<file path="src/rtl/addr_cnt_pkg.sv">
// Shared types and constants for the addr_counter_n address counter family.
package addr_cnt_pkg;

    typedef enum logic {
        CNT_DOWN = 1'b0,
        CNT_UP   = 1'b1
    } cnt_dir_e;

    typedef enum logic {
        CNT_WRAP = 1'b0,
        CNT_SAT  = 1'b1
    } cnt_mode_e;

    localparam int ADDR_CNT_DEF_WIDTH = 5;

endpackage

</file>
<file path="src/rtl/addr_cnt_prescaler.sv">
// Enabled-cycle prescaler: tick_o is high while the phase counter sits on its
// last phase, so a step is taken on the enabled cycle that ends the interval.
module addr_cnt_prescaler #(
    parameter int PRESCALE = 4
) (
    input  logic clk,
    input  logic rst,
    input  logic clr,
    input  logic en_i,
    output logic tick_o
);

    localparam int PW = (PRESCALE > 1) ? $clog2(PRESCALE) : 1;
    localparam logic [PW-1:0] LAST = PW'(PRESCALE - 1);

    logic [PW-1:0] phase_q;

    always_ff @(posedge clk) begin
        if (rst || clr) begin
            phase_q <= '0;
        end else if (en_i) begin
            phase_q <= (phase_q == LAST) ? '0 : phase_q + 1'b1;
        end
    end

    assign tick_o = (phase_q == LAST);

endmodule

</file>
<file path="src/rtl/addr_counter_n.sv">
// Synchronous up/down address counter with load, clear, modulo, wrap/saturate
// and status flags. Define ADDR_CNT_PRESCALE_EN to divide steps by PRESCALE.
module addr_counter_n
    import addr_cnt_pkg::*;
#(
    parameter int WIDTH     = ADDR_CNT_DEF_WIDTH,
    parameter int MAX_COUNT = 2**WIDTH - 1,
    parameter int RST_VAL   = 0,
    parameter int PRESCALE  = 4
) (
    input  logic             clk,
    input  logic             rst,
    input  logic             en_i,
    input  logic             up_dn_i,
    input  logic             sat_i,
    input  logic             clr_i,
    input  logic             load_i,
    input  logic [WIDTH-1:0] load_val_i,
    output logic [WIDTH-1:0] address_o,
    output logic             tc_o,
    output logic             wrap_o,
    output logic             sat_o
);

    localparam logic [WIDTH-1:0] MAX_C = WIDTH'(MAX_COUNT);
    localparam logic [WIDTH-1:0] RST_C = WIDTH'(RST_VAL);

    logic [WIDTH-1:0] addr_q, addr_n;
    logic             wrap_q, wrap_n;
    logic             sat_q, sat_n;
    logic             tick;
    logic             at_max, at_zero;
    cnt_dir_e         dir;
    cnt_mode_e        mode;

    assign dir     = cnt_dir_e'(up_dn_i);
    assign mode    = cnt_mode_e'(sat_i);
    assign at_max  = (addr_q == MAX_C);
    assign at_zero = (addr_q == '0);

`ifdef ADDR_CNT_PRESCALE_EN
    addr_cnt_prescaler #(
        .PRESCALE (PRESCALE)
    ) u_prescaler (
        .clk    (clk),
        .rst    (rst),
        .clr    (clr_i | load_i),
        .en_i   (en_i),
        .tick_o (tick)
    );
`else
    // Without the prescaler every enabled cycle is a step.
    assign tick = (PRESCALE >= 1) ? 1'b1 : 1'b1;
`endif

    always_comb begin
        addr_n = addr_q;
        wrap_n = 1'b0;
        sat_n  = 1'b0;
        if (clr_i) begin
            addr_n = RST_C;
        end else if (load_i) begin
            addr_n = (load_val_i > MAX_C) ? MAX_C : load_val_i;
        end else if (en_i && tick) begin
            if (dir == CNT_UP) begin
                if (!at_max) begin
                    addr_n = addr_q + 1'b1;
                end else if (mode == CNT_SAT) begin
                    sat_n = 1'b1;
                end else begin
                    addr_n = '0;
                    wrap_n = 1'b1;
                end
            end else begin
                if (!at_zero) begin
                    addr_n = addr_q - 1'b1;
                end else if (mode == CNT_SAT) begin
                    sat_n = 1'b1;
                end else begin
                    addr_n = MAX_C;
                    wrap_n = 1'b1;
                end
            end
        end
    end

    always_ff @(posedge clk) begin
        if (rst) begin
            addr_q <= RST_C;
            wrap_q <= 1'b0;
            sat_q  <= 1'b0;
        end else begin
            addr_q <= addr_n;
            wrap_q <= wrap_n;
            sat_q  <= sat_n;
        end
    end

    assign address_o = addr_q;
    assign wrap_o    = wrap_q;
    assign sat_o     = sat_q;
    assign tc_o      = ((dir == CNT_UP) ? at_max : at_zero) && tick;

endmodule

</file>
<file path="config.mk">
export PLATFORM = sky130hd
export DESIGN_NAME = addr_counter_n
export DESIGN_NICKNAME = d
export VERILOG_FILES = /design/src/rtl/addr_cnt_pkg.sv /design/src/rtl/addr_cnt_prescaler.sv /design/src/rtl/addr_counter_n.sv
export SDC_FILE = /design/constraint.sdc
export NUM_CORES = 1
export LEC_CHECK = 0
export ABC_CLOCK_PERIOD_IN_PS = 2550
export BUFFER_PORTS_ARGS = -buffer_cell sky130_fd_sc_hd__buf_2
export CAP_MARGIN = 20
export CELL_PAD_IN_SITES_DETAIL_PLACEMENT = 0
export CELL_PAD_IN_SITES_GLOBAL_PLACEMENT = 1
export CORE_AREA = 2 2 45 47
export DETAILED_ROUTE_END_ITERATION = 16
export DIE_AREA = 0 0 47 49
export HOLD_SLACK_MARGIN = 0.03
export PLACE_DENSITY = 0.73
export SLEW_MARGIN = 20
export SYNTH_ARGS = -nofsm -noshare
export SYNTH_HDL_FRONTEND = slang
export SYNTH_SLANG_ARGS = --single-unit
</file>
<file path="constraint.sdc">
create_clock -name clk -period 2.55 [get_ports clk]
set_input_delay 0.3825 -clock clk [delete_from_list [all_inputs] [get_ports clk]]
set_output_delay 0.3825 -clock clk [all_outputs]
set_load 0.02 [all_outputs]
</file>
==> key figures <==
STA
  • Pins Over Slew Limit: 0
  • Setup violations, final: 0
  • Final Hold Fails: 0
  • Final WS setup: 0.445 ns
  • Tmin final: 2.11 ns
  • Worst-margin pin slew: 0.443 ns
  • Fmax: 0.475 GHz
  • Post-Route Setup TNS: 0 ns
  • RSZ-0062 raised after global routing: false
  • Max_slew headroom: 70.5%
  • Tcrit/Tclk final: 82.6%
  • Clk_skew: 0.000852 ns
  • Final hold slack: 0.350 ns

Detailed routing
  • Avg Vias per Cell: 4.89
  • Wirelength per Cell: 11.4 um
  • Routed Antenna Nets: 0
  • Initial drt markers: 5
  • Routed wire length: 1360 um
  • Detailed Routing Iterations Pass 1: 4
  • Drc violations: 0
  • Detailed-route via count: 582

Synthesis
  • Yosys top cell area share: 24.8%
  • Number of synthesized flops with an enable pin: 0
  • Register bit count reported by yosys: 7
  • Number of distinct library cells after synthesis: 30
  • Synth top area cells: dfxtp_1, ha_1, a2111oi_2
  • Yosys warns: 0
  • Main flop type after synthesis: dfxtp_1
  • Biggest area consumer among synthesized cells: dfxtp_1
  • Cells after Synth: 71
  • Post-synthesis sequential area ratio: 24.8%
  • Post-Synthesis Cell Area: 564 um2
  • Async S/R FF share, synth: 0%
  • Post-synthesis average cell area: 7.95 um2
  • Most common cell in the netlist: inv_1
  • Post-Syn Nets: 87
  • Top post-synthesis cells by count: inv_1, dfxtp_1, nand2_1

Clock network
  • CTS H-tree depth: 1
  • Clock Tree Root: clkbuf_4
  • Clock sink total: 7
  • Post-CTS Hold Buffers: 0
  • CTS buffer count: 3
  • Post-cts resize count: 0
  • Clock Tree Buf Depth: 2
  • CTS tree: done
  • Worst-path clk slew: 0.05 ns
  • Clk Latency, worst-skew pair: 0.25 ns
  • Setup bufs post-CTS: 0

Min path
  • Hold WC Path Type: in -> reg

Place
  • Placed insts: 115
  • Buffers on Ports: 19
  • Pre-CTS setup slack: 0.576 ns
  • DP HPWL: 1130 um
  • Placer Congestion: 0.782

Power and ir drop
  • Leakage power: 0.332 nW
  • Pwr per Cell Area: 427 nW/um2
  • Worst IR Drop VDD: 0.211 mV

Die
  • # IOs: 20
  • Starting Density: 30.6%
  • Die Y: 49 um
  • Die ar.: 2300 um2
  • # rows: 16
  • Die width: 47 um
  • Placeable Area: 1840 um2

Worst setup path
  • Startpoint Class: register
  • CP Capture Type: primary output
  • CP Class: reg -> out
  • CP max FO: 7
  • Worst path arrival time: 1.72 ns
  • CP required: 2.17 ns

Cells and area
  • Layout area overhead: 25.5%
  • Diodes inserted: 0
  • Share of layout cells above drive strength 1: 31.5%
  • Fin cells: 119
  • Final core utilization: 38.5%
  • Nets: 109

Global routing
  • Initial antenna violation count: 0
  • First-pass GRT wire length: 2240 um
  • Remaining global-route overflow: 0
  • Total track usage: 13.3%
  • Largest net degree at the start of global routing: 15
  • Vias in the first global route: 506

Run status
  • Status: completed

Flow run
  • Max Cap Violations: 0
-- per-layer routing --
metal,vias to the layer above,wire [um],track usage [%]
li1,298,-,-
met1,271,557,15.8
met2,13,741,22.4
met3,0,63,4.44
met4,0,0,2.78
met5,-,0,0
-- worst max-delay path: stages (launching register included) --
cell      delay (ns)
dfxtp_1         0.37
inv_1           0.08
ha_1            0.21
nand2b_1        0.09
or4_4           0.46
nand2_1         0.10
buf_2           0.16
-- cell usage in the layout, fill, tap and decap left out, drive strengths merged, types with 3 or more instances in the layout --
cell type	instances
ha	4
a21oi	3
nor3	6
o21ai	3
clkbuf	4
nand3	3
buf	19
dfxtp	7
nor2	5
nand2	8
inv	8
a2111oi	3
-- cell families (layout without fill, tap and decap cells) --
kind of cell,Yosys count,count (layout),share of synthesized area (%)
AND/OR/NAND/NOR,33,33,32.8
AO/OA/AOI/OAI,14,14,21.1
XOR/XNOR,1,1,1.55
flip-flops,7,7,24.8
buffers and inverters,10,31,7.32
multiplexers,2,2,3.55
adder cells (fa/ha/maj),4,4,8.87
-- path summary, 6_finish.rpt --
path	cells after the start	end	slack, ns	from
worst max-delay path	6	tc_o	0.44	address_o[0]$_SDFFE_PP0P_
worst min-delay path	2	wrap_o$_SDFF_PP0_	0.35	sat_i
worst max register to register	7	address_o[3]$_SDFFE_PP0P_	0.57	address_o[0]$_SDFFE_PP0P_
worst min register to register	2	address_o[2]$_SDFFE_PP0P_	0.68	address_o[2]$_SDFFE_PP0P_
-- where the power goes --
group / switching (mW) / internal [mW] / leakage (nW)
clock: 0.0401 / 0.0597 / 0.0150
sequential: 0.00816 / 0.114 / 0.0572
combinational: 0.0470 / 0.0335 / 0.259
-- registers in the layout (all words and copies together), names as in the netlist --
register   flops
sat_o          1
address_o      5
wrap_o         1
-- per-stage QoR --
| step | power [mW] | cell area, um2 |
|---|---|---|
| 2_1_floorplan | 0.178 | 564 |
| 3_3_place_gp | 0.206 | 682 |
| 3_5_place_dp | 0.205 | 682 |
| 4_1_cts | 0.306 | 708 |
| 5_1_grt | 0.326 | 708 |
| 6_report | 0.303 | 708 |
-- area by class of cell --
| class | count | area [um2] |
|---|---|---|
| fill | 201 | 1130 |
| multi-input combinational | 54 | 383 |
| sequential | 7 | 140 |
| timing repair buffer | 19 | 95.1 |
| tap | 27 | 33.8 |
| inverter | 8 | 30.0 |
| clock buffer | 4 | 26.3 |
Note: power is estimated with default switching activity, not from simulation.
